File: config.mk
export PLATFORM = sky130hd
export DESIGN_NAME = pattern_count_engine
export DESIGN_NICKNAME = d
export VERILOG_FILES = /design/src/rtl/pattern_count_engine_pkg.sv /design/src/rtl/pattern_window_match.sv /design/src/rtl/pattern_count_engine.sv
export SDC_FILE = /design/constraint.sdc
export NUM_CORES = 1
export LEC_CHECK = 0
export CAP_MARGIN = 20
export CORE_MARGIN = 1.5
export CORE_UTILIZATION = 30
export CTS_BUF_LIST = sky130_fd_sc_hd__clkbuf_16
export DETAILED_ROUTE_END_ITERATION = 10
export MAX_ROUTING_LAYER = met4
export REMOVE_ABC_BUFFERS = 1
export SLEW_MARGIN = 15
export SYNTH_ARGS = -nofsm -noshare
export SYNTH_HDL_FRONTEND = slang
export SYNTH_SLANG_ARGS = --single-unit
File: constraint.sdc
create_clock -name Clk -period 11 [get_ports Clk]
set_input_delay 3.3 -clock Clk [delete_from_list [all_inputs] [get_ports Clk]]
set_output_delay 3.3 -clock Clk [all_outputs]
set_load 0.05 [all_outputs]
File: src/rtl/pattern_count_engine_pkg.sv
// Shared types and helpers for the pattern-count accelerator: FSM state encoding,
// result slot offsets and saturating arithmetic.
package pattern_pkg;

    typedef enum logic [2:0] {
        ST_IDLE     = 3'd0,
        ST_LOAD_PAT = 3'd1,
        ST_SCAN     = 3'd2,
        ST_WB0      = 3'd3,
        ST_WB1      = 3'd4,
        ST_WB2      = 3'd5,
        ST_DONE     = 3'd6
    } state_e;

    localparam logic [1:0] RES_OFS_BYTE_HITS   = 2'd0;
    localparam logic [1:0] RES_OFS_BYTE_COUNT  = 2'd1;
    localparam logic [1:0] RES_OFS_STREAM_HITS = 2'd2;

    // Adds inc to acc and clamps the result at max_v instead of wrapping.
    function automatic logic [31:0] sat_add(input logic [31:0] acc,
                                            input logic [31:0] inc,
                                            input logic [31:0] max_v);
        logic [32:0] sum_s;
        sum_s = {1'b0, acc} + {1'b0, inc};
        if (sum_s > {1'b0, max_v}) begin
            sat_add = max_v;
        end else begin
            sat_add = sum_s[31:0];
        end
    endfunction

    // Narrows a counter to one memory byte, clamping at 255.
    function automatic logic [7:0] sat_byte(input logic [31:0] val);
        if (val > 32'd255) begin
            sat_byte = 8'd255;
        end else begin
            sat_byte = val[7:0];
        end
    endfunction

endpackage

File: src/rtl/pattern_window_match.sv
// Combinational popcount of every PAT_W-bit window of vec_i (MSB-first, stride 1)
// that equals pat_i.
module pattern_window_match #(
    parameter int VEC_W     = 8,
    parameter int PAT_W     = 5,
    parameter int CNT_OUT_W = 3
) (
    input  logic [VEC_W-1:0]     vec_i,
    input  logic [PAT_W-1:0]     pat_i,
    output logic [CNT_OUT_W-1:0] count_o
);

    localparam int N_WIN = VEC_W - PAT_W + 1;

    // Slide the window one bit at a time so overlapping matches all count.
    always_comb begin
        count_o = '0;
        for (int j = 0; j < N_WIN; j++) begin
            count_o = count_o + CNT_OUT_W'(vec_i[VEC_W-1-j -: PAT_W] == pat_i);
        end
    end

endmodule

File: src/rtl/pattern_count_engine.sv
// Memory-mastering pattern-count accelerator. Define PATTERN_WRITEBACK_EN to write the
// three results back to data memory; otherwise they appear only on the count ports.
module pattern_count_engine
    import pattern_pkg::*;
#(
    parameter int PAT_W     = 5,
    parameter int MSG_BYTES = 32,
    parameter int MSG_BASE  = 0,
    parameter int PAT_ADDR  = 32,
    parameter int RES_ADDR  = 33,
    parameter int ADDR_W    = 8,
    parameter int CNT_W     = 8
) (
    input  logic              Clk,
    input  logic              Reset,
    input  logic              Start,
    output logic              Ack,
    output logic              Busy,
    output logic [ADDR_W-1:0] MemAddr,
    input  logic [7:0]        MemRdData,
    output logic              MemWrEn,
    output logic [7:0]        MemWrData,
    output logic [CNT_W-1:0]  ByteHits,
    output logic [CNT_W-1:0]  ByteCount,
    output logic [CNT_W-1:0]  StreamHits
);

    localparam int IDX_W   = (MSG_BYTES > 1) ? $clog2(MSG_BYTES) : 1;
    localparam int IN_WIN  = 8 - PAT_W + 1;
    localparam int IN_CW   = $clog2(IN_WIN + 1);
    localparam int SPAN_CW = $clog2(PAT_W);
    localparam logic [IDX_W-1:0] LAST_IDX = IDX_W'(MSG_BYTES - 1);
    localparam logic [31:0] CNT_MAX = (CNT_W >= 32) ? 32'hFFFF_FFFF
                                                    : 32'((64'd1 << CNT_W) - 64'd1);

    state_e             state_q, state_d;
    logic [IDX_W-1:0]   idx_q, idx_d;
    logic [PAT_W-1:0]   pat_q, pat_d;
    logic [PAT_W-2:0]   tail_q, tail_d;
    logic [CNT_W-1:0]   byte_hits_q, byte_hits_d;
    logic [CNT_W-1:0]   byte_count_q, byte_count_d;
    logic [CNT_W-1:0]   stream_hits_q, stream_hits_d;
    logic               start_q;
    logic               ack_q, ack_d;
    logic               busy_q, busy_d;
    logic [ADDR_W-1:0]  addr_q, addr_d;

    logic               launch_s;
    logic [IN_CW-1:0]   in_hits_s;
    logic [SPAN_CW-1:0] span_hits_s;
    logic [SPAN_CW-1:0] span_eff_s;
    logic [2*PAT_W-3:0] span_vec_s;

    assign launch_s   = start_q & ~Start;
    assign span_vec_s = {tail_q, MemRdData[7:9-PAT_W]};
    assign span_eff_s = (idx_q != '0) ? span_hits_s : '0;

    pattern_window_match #(
        .VEC_W     (8),
        .PAT_W     (PAT_W),
        .CNT_OUT_W (IN_CW)
    ) u_in_byte (
        .vec_i   (MemRdData),
        .pat_i   (pat_q),
        .count_o (in_hits_s)
    );

    // Spanning windows straddle the previous byte's tail and this byte's head.
    pattern_window_match #(
        .VEC_W     (2 * (PAT_W - 1)),
        .PAT_W     (PAT_W),
        .CNT_OUT_W (SPAN_CW)
    ) u_span (
        .vec_i   (span_vec_s),
        .pat_i   (pat_q),
        .count_o (span_hits_s)
    );

    // Next-state and datapath update for the scan sequence.
    always_comb begin
        state_d       = state_q;
        idx_d         = idx_q;
        pat_d         = pat_q;
        tail_d        = tail_q;
        byte_hits_d   = byte_hits_q;
        byte_count_d  = byte_count_q;
        stream_hits_d = stream_hits_q;
        case (state_q)
            ST_IDLE: begin
                if (launch_s) begin
                    state_d = ST_LOAD_PAT;
                end else begin
                    state_d = ST_IDLE;
                end
            end
            ST_LOAD_PAT: begin
                state_d       = ST_SCAN;
                pat_d         = MemRdData[7:8-PAT_W];
                idx_d         = '0;
                tail_d        = '0;
                byte_hits_d   = '0;
                byte_count_d  = '0;
                stream_hits_d = '0;
            end
            ST_SCAN: begin
                byte_hits_d   = CNT_W'(sat_add(32'(byte_hits_q), 32'(in_hits_s), CNT_MAX));
                byte_count_d  = CNT_W'(sat_add(32'(byte_count_q),
                                               (in_hits_s != '0) ? 32'd1 : 32'd0, CNT_MAX));
                stream_hits_d = CNT_W'(sat_add(32'(stream_hits_q),
                                               32'(in_hits_s) + 32'(span_eff_s), CNT_MAX));
                tail_d        = MemRdData[PAT_W-2:0];
                if (idx_q == LAST_IDX) begin
`ifdef PATTERN_WRITEBACK_EN
                    state_d = ST_WB0;
`else
                    state_d = ST_DONE;
`endif
                end else begin
                    idx_d = idx_q + IDX_W'(1);
                end
            end
`ifdef PATTERN_WRITEBACK_EN
            ST_WB0:  state_d = ST_WB1;
            ST_WB1:  state_d = ST_WB2;
            ST_WB2:  state_d = ST_DONE;
`endif
            ST_DONE: begin
                if (Start) begin
                    state_d = ST_IDLE;
                end else begin
                    state_d = ST_DONE;
                end
            end
            default: state_d = ST_IDLE;
        endcase
    end

    // Outputs are derived from the next state so they are registered yet aligned.
    always_comb begin
        ack_d  = (state_d == ST_DONE);
        busy_d = (state_d != ST_IDLE) && (state_d != ST_DONE);
        addr_d = '0;
        case (state_d)
            ST_LOAD_PAT: addr_d = ADDR_W'(PAT_ADDR);
            ST_SCAN:     addr_d = ADDR_W'(MSG_BASE) + ADDR_W'(idx_d);
`ifdef PATTERN_WRITEBACK_EN
            ST_WB0:      addr_d = ADDR_W'(RES_ADDR) + ADDR_W'(RES_OFS_BYTE_HITS);
            ST_WB1:      addr_d = ADDR_W'(RES_ADDR) + ADDR_W'(RES_OFS_BYTE_COUNT);
            ST_WB2:      addr_d = ADDR_W'(RES_ADDR) + ADDR_W'(RES_OFS_STREAM_HITS);
`endif
            default:     addr_d = '0;
        endcase
    end

    // Control and datapath registers.
    always_ff @(posedge Clk) begin
        if (Reset) begin
            state_q       <= ST_IDLE;
            idx_q         <= '0;
            pat_q         <= '0;
            tail_q        <= '0;
            byte_hits_q   <= '0;
            byte_count_q  <= '0;
            stream_hits_q <= '0;
            start_q       <= 1'b0;
            ack_q         <= 1'b0;
            busy_q        <= 1'b0;
            addr_q        <= '0;
        end else begin
            state_q       <= state_d;
            idx_q         <= idx_d;
            pat_q         <= pat_d;
            tail_q        <= tail_d;
            byte_hits_q   <= byte_hits_d;
            byte_count_q  <= byte_count_d;
            stream_hits_q <= stream_hits_d;
            start_q       <= Start;
            ack_q         <= ack_d;
            busy_q        <= busy_d;
            addr_q        <= addr_d;
        end
    end

`ifdef PATTERN_WRITEBACK_EN
    logic       wr_en_q, wr_en_d;
    logic [7:0] wr_data_q, wr_data_d;

    // Write strobe and data for the three result slots.
    always_comb begin
        wr_en_d   = (state_d == ST_WB0) || (state_d == ST_WB1) || (state_d == ST_WB2);
        wr_data_d = 8'd0;
        case (state_d)
            ST_WB0:  wr_data_d = sat_byte(32'(byte_hits_d));
            ST_WB1:  wr_data_d = sat_byte(32'(byte_count_d));
            ST_WB2:  wr_data_d = sat_byte(32'(stream_hits_d));
            default: wr_data_d = 8'd0;
        endcase
    end

    // Writeback output registers.
    always_ff @(posedge Clk) begin
        if (Reset) begin
            wr_en_q   <= 1'b0;
            wr_data_q <= 8'd0;
        end else begin
            wr_en_q   <= wr_en_d;
            wr_data_q <= wr_data_d;
        end
    end

    // A reset arriving during writeback must suppress the write at that edge.
    assign MemWrEn   = wr_en_q & ~Reset;
    assign MemWrData = wr_data_q;
`else
    assign MemWrEn   = 1'b0;
    assign MemWrData = 8'd0;
`endif

    assign Ack        = ack_q;
    assign Busy       = busy_q;
    assign MemAddr    = addr_q;
    assign ByteHits   = byte_hits_q;
    assign ByteCount  = byte_count_q;
    assign StreamHits = stream_hits_q;

endmodule

# Word level (Yosys, flattened, before mapping)
# Cells that the tools add are included.
[op_classes]
eq_ne = 16
bitwise_logic = 2
addsub = 11
magnitude_cmp = 3
mux = 16
reduce_logical = 6
[op_table]
columns = ["cell", "n"]
rows = [
  ["$pmux W8 S2", 3],
  ["$eq A5 B5 Y1", 8],
  ["$gt A9 B8 Y1 const B", 3],
  ["$mux W8", 3],
  ["$add A3 B1 Y3", 4],
  ["$pmux W3 S4", 1],
  ["$pmux W6 S2", 1],
  ["$pmux W5 S2", 1],
  ["$add A8 B1 Y9", 1],
  ["$add A8 B3 Y9", 1],
  ["$add A8 B4 Y9", 1],
  ["$mux W3", 3],
  ["$pmux W4 S2", 1],
  ["$eq A3 B1 Y1 const B", 2],
  ["$eq A3 B2 Y1 const B", 2],
  ["$eq A3 B3 Y1 const B", 2],
  ["$reduce_bool A3 Y1", 2],
  ["$add A5 B1 Y5 const B", 1],
  ["$eq A5 B5 Y1 const B", 1],
  ["$mux W5", 1],
  ["$reduce_bool A5 Y1", 1],
  ["$add A1 B1 Y2", 2],
  ["$add A3 B3 Y4", 1],
  ["$logic_not A3 Y1", 1],
  ["other kinds (6)", 7],
]
[word_totals]
output_inout_bits = 43
in_bits = 11
elab_cells = 65
ff_bits = 52

# Depth between registers and ports, before layout
[depth]
word_depth = 10
ltp_mapped = 16
ltp_nobuf = 14

# Modules after synthesis
# From an unflattened synthesis, not the netlist that was laid out.
[unflattened]
cells_unflattened = 365
hier_area_um2 = 3159.3
[modules_own_cells]
columns = ["module", "instances", "area_per_inst_um2", "seq_area_each_um2", "cells_each"]
rows = [
  ["pattern_count_engine", 1, 2553.7, 1001.0, 299],
  ["pattern_window_match", 2, 302.8, 0.0, 33],
]

# Least setup slack after synthesis
# No wires, ideal clock.
[synth_path]
path_kind = "input-to-reg"
from = "input port MemRdData[6]"
to = "register stream_hits_q[5], in the netlist StreamHits[5]"
t_arrival_ps = 6674
setup_slack_ps = 4255
setup_ps = 70
t_required_ps = 10930
n_path_buf = 1
path_stages = 15
path_cell_list = "clkbuf_1 -> xnor2_1 -> nand3_1 -> nor3_1 -> ha_1 -> fa_1 -> ha_1 -> nor2b_1 -> fa_1 -> ha_1 -> fa_1 -> a21oi_1 -> o21a_1 -> o21ai_0 -> a21oi_1"
[synth_via]
elab_chain_len = 10
elab_cells_between_ends = 17
cone_classes = "8 x add/sub; 1 x order compare; 5 x eq/ne; 3 x mux"
[synth_rtl]
columns = ["item", "line", "source"]
rows = [
  ["from (decl)", "pattern_count_engine.sv:20", "input logic [7:0] MemRdData,"],
  ["$eq A5 B5 Y1", "pattern_window_match.sv:19", "count_o = count_o + CNT_OUT_W'(vec_i[VEC_W-1-j -: PAT_W] == pat_i);"],
  ["$add A1 B1 Y2", "pattern_window_match.sv:19", ""],
  ["$add A3 B1 Y3 (2 in series)", "pattern_window_match.sv:19", ""],
  ["$mux W3", "pattern_count_engine.sv:56", "assign span_eff_s = (idx_q != '0) ? span_hits_s : '0;"],
  ["$add A3 B3 Y4 (*)", "pattern_count_engine.sv:110", "32'(in_hits_s) + 32'(span_eff_s), CNT_MAX));"],
  ["$add A8 B4 Y9 (*)", "pattern_count_engine_pkg.sv:24", "sum_s = {1'b0, acc} + {1'b0, inc};"],
  ["$gt A9 B8 Y1", "pattern_count_engine_pkg.sv:25", "if (sum_s > {1'b0, max_v}) begin"],
  ["$mux W8 (*)", "pattern_count_engine_pkg.sv:25", ""],
  ["$pmux W8 S2 (*)", "pattern_count_engine.sv:88", "case (state_q)"],
  ["to (signal assigned)", "pattern_count_engine.sv:176", "stream_hits_q <= stream_hits_d;"],
  ["to (decl)", "pattern_count_engine.sv:42", "logic [CNT_W-1:0] stream_hits_q, stream_hits_d;"],
]
# Mark *: on every way between the ends. The rest lies on a longest branch, timed or not.
# A chain may end at the register's enable or synchronous reset.

# Worst setup path after layout
[layout_path]
from = "input port MemRdData[7]"
to = "register stream_hits_q[5], in the netlist StreamHits[5]"
# Same word-level chain as after synthesis.

==> run_results.csv <==
group,metric,value,unit
outcome,status,"complete, no violations",
logic_synthesis,synthArstFlopShare,0,%
pwr,ir_drop,0.0000544,V
global_routing,overflow,0,
sta,skew,0.00601,ns
clocking,clockRootBuffer,"clkbuf_16",
floorplan,pin_count,54,
logic_synthesis,yosysSeqAreaShare,30.4,%
min_path,hp-start,"ByteCount[0]$_SDFFE_PP0N_",
floorplan,initial_core_util,30.5,%
critical_path,cp-start-kind,"primary input",
logic_synthesis,yosys_register_bits,50,
critical_path,cp.arrival,7.36,ns
final_layout,antenna_cells,0,
flow_run,drv_cap,0,
sta,fin_ws,3.85,ns
sta,setup_violations,0,
final_layout,area_delta_synth_final,17.5,%
logic_synthesis,yosys.area.top_type,"dfxtp_1",
logic_synthesis,synth_cells,392,
final_layout,finish.utilization,35.9,%
sta,setup_tns,0,ns
sta,worst_pin_slew,0.962,ns
final_layout,num-fill-cells,1105,
critical_path,worstSetupPathType,"in2reg",
drt,routedWlPerCell,14.1,µm
place,gp_congestion,0.835,
drt,dr.pass1.iters,4,
drt,routed_wl,7.84,mm
drt,vias,2813,
logic_synthesis,synthesis.area,3290,µm²
floorplan,dieWidth,108,µm
logic_synthesis,netlist_top_cells_count,"dfxtp_1, a21oi_1, xnor2_1, nor2_1, nand2_1",
logic_synthesis,synthFlopType,"dfxtp_1",
drt,drtAntennaViolNets,0,
floorplan,die_y,108,µm
min_path,hp-class,"reg2reg",
pwr,p_per_area,102,nW/µm²
critical_path,worstReg2RegStart,"pat_q[0]$_SDFFE_PP0P_",
clocking,cts-buffers-inserted,5,
sta,fin_crit,7.15,ns
clocking,cts_sinks,50,
logic_synthesis,yosys_warnings,0,
clocking,h-tree-depth,2,
sta,rsz0062_at_grt,"no",
clocking,clk_pin_slew_worst_paths,0.07,ns
drt,viasPerCell,5.07,
global_routing,grt_pass1_wl,13.5,mm
place,portBuffers,42,
drt,drt_iter0_markers,121,
logic_synthesis,synth_edf_count,0,
pwr,leakagePower,0.00143,µW
clocking,clk_path_buf_depth,2,
sta,fmax,140,MHz
floorplan,row_count,38,
floorplan,core,10800,µm²
global_routing,grt_max_degree,53,
sta,timing_hold_violations_final,0,
global_routing,antenna_found_initial,0,
logic_synthesis,synth_cell_types,57,
critical_path,crit_required,11.21,ns
clocking,cts_setup_buffers,0,
logic_synthesis,netlist.area_leader.share,30.4,%
logic_synthesis,yosysMostFrequentCell,"dfxtp_1",
logic_synthesis,synthTopCellsByArea,"dfxtp_1, xnor2_1, ha_1",
sta,slew_violations,0,
clocking,cts_hold_buf,0,
place,hpwl,5.48,mm
clocking,clock_latency,0.29,ns
drt,drc_errors,0,
final_layout,fin_nets,447,
place,post-place-ws,3.54,ns
clocking,cts.repair.resized,0,
critical_path,startpoint,"MemRdData[7]",
global_routing,grt_pass1_vias,2791,
final_layout,drive_gt1_share,4.82,%
logic_synthesis,avgSynthCellArea,8.40,µm²
global_routing,grt.total_usage,14.8,%
critical_path,cp-end-kind,"flip-flop",
sta,max-slew-margin-rel,35.9,%
critical_path,crit_fanout,6,
floorplan,die_area,11600,µm²
clocking,cts_tree,"done",
sta,min_period_over_period,65.0,%
==> cell families after synthesis <==
group	after synthesis	synth area share [%]
buf+inv	51	7.98
other cells	1	0.114
flops	50	30.4
fa+ha+maj	22	9.73
mux	1	0.304
compound gates	94	19.0
simple gates	127	20.3
xor+xnor	46	12.2
==> where the power goes <==
part | switching, µW | internal [µW]
combinational | 34.3 | 18.2
sequential | 3.53 | 183
clock | 70.1 | 83.6
==> layout make-up <==
class | count | area [µm²] | share of cell area, %
Clock buffer | 5 | 125 | 3.23
Clock inverter | 3 | 17.5 | 0.453
Inverter | 12 | 45.0 | 1.16
Multi-Input combinational cell | 301 | 2080 | 53.6
Sequential cell | 50 | 1000 | 25.9
Tap cell | 140 | 175 | 4.53
Timing Repair Buffer | 44 | 430 | 11.1
==> cell usage in the layout, fill, tap and decap left out, types with 3 or more instances in the layout <==
master,instances
dfxtp_1,50
clkdlybuf4s50_1,41
a21oi_1,35
xnor2_1,27
nor2_1,25
nand2_1,23
nor3_1,21
nand3_1,19
xor2_1,19
o21ai_0,17
ha_1,16
inv_1,13
conb_1,11
nor2b_1,9
a211oi_1,8
fa_1,6
o31ai_1,5
clkbuf_16,5
nand4_1,4
nor3b_1,4
a22oi_1,4
nand2b_1,3
a21o_1,3
and3_1,3
a31oi_1,3
==> worst max-delay path, stage by stage <==
cell	delay (ns)
clkdlybuf4s50_1	0.67
xnor2_1	0.18
nand3_1	0.10
nor3_1	0.22
ha_1	0.28
fa_1	0.40
ha_1	0.40
fa_1	0.49
ha_1	0.24
fa_1	0.40
a21oi_1	0.30
o21a_1	0.15
o21ai_0	0.07
a21oi_1	0.17
==> path summary, 6_finish.rpt <==
check / to / cells past startpoint / slack, ns
setup / recovery: StreamHits[5]$_SDFFE_PP0N_ / 14 / 3.85
hold / removal: ByteCount[0]$_SDFFE_PP0N_ / 2 / 0.49
setup reg to reg: StreamHits[5]$_SDFFE_PP0N_ / 13 / 6.86
hold reg to reg: ByteCount[0]$_SDFFE_PP0N_ / 2 / 0.49
==> registers in the layout, indices dropped and copies added (netlist names) <==
signal and cells:
start_q 1, StreamHits 8, pat_q 5, ByteCount 8, MemAddr 6, Busy 1
Ack 1, tail_q 4, idx_q 5, state_q 3, ByteHits 8
==> routing by layer <==
metal / GRT usage [%] / vias to the layer above / part of all wire [%]
met4: 4.79 / 0 / 1.7
met2: 24.3 / 58 / 47
met3: 2.85 / 11 / 4.4
li1: - / 1396 / -
met1: 18.4 / 1348 / 47
met5: - / - / 0
==> per-stage QoR <==
| stage | std cells | hold WS, ns | area (µm²) | total power [µW] |
|---|---|---|---|---|
| after floorplan | 363 | 0.457 | 3110 | 225 |
| after global placement | 547 | 0.470 | 3730 | 243 |
| after detailed placement | 547 | 0.474 | 3730 | 244 |
| after CTS | 555 | 0.493 | 3870 | 397 |
| after global routing | 555 | 0.514 | 3870 | 411 |
| final | 555 | 0.491 | 3870 | 393 |
No activity file was read; power rests on OpenSTA's default activity.
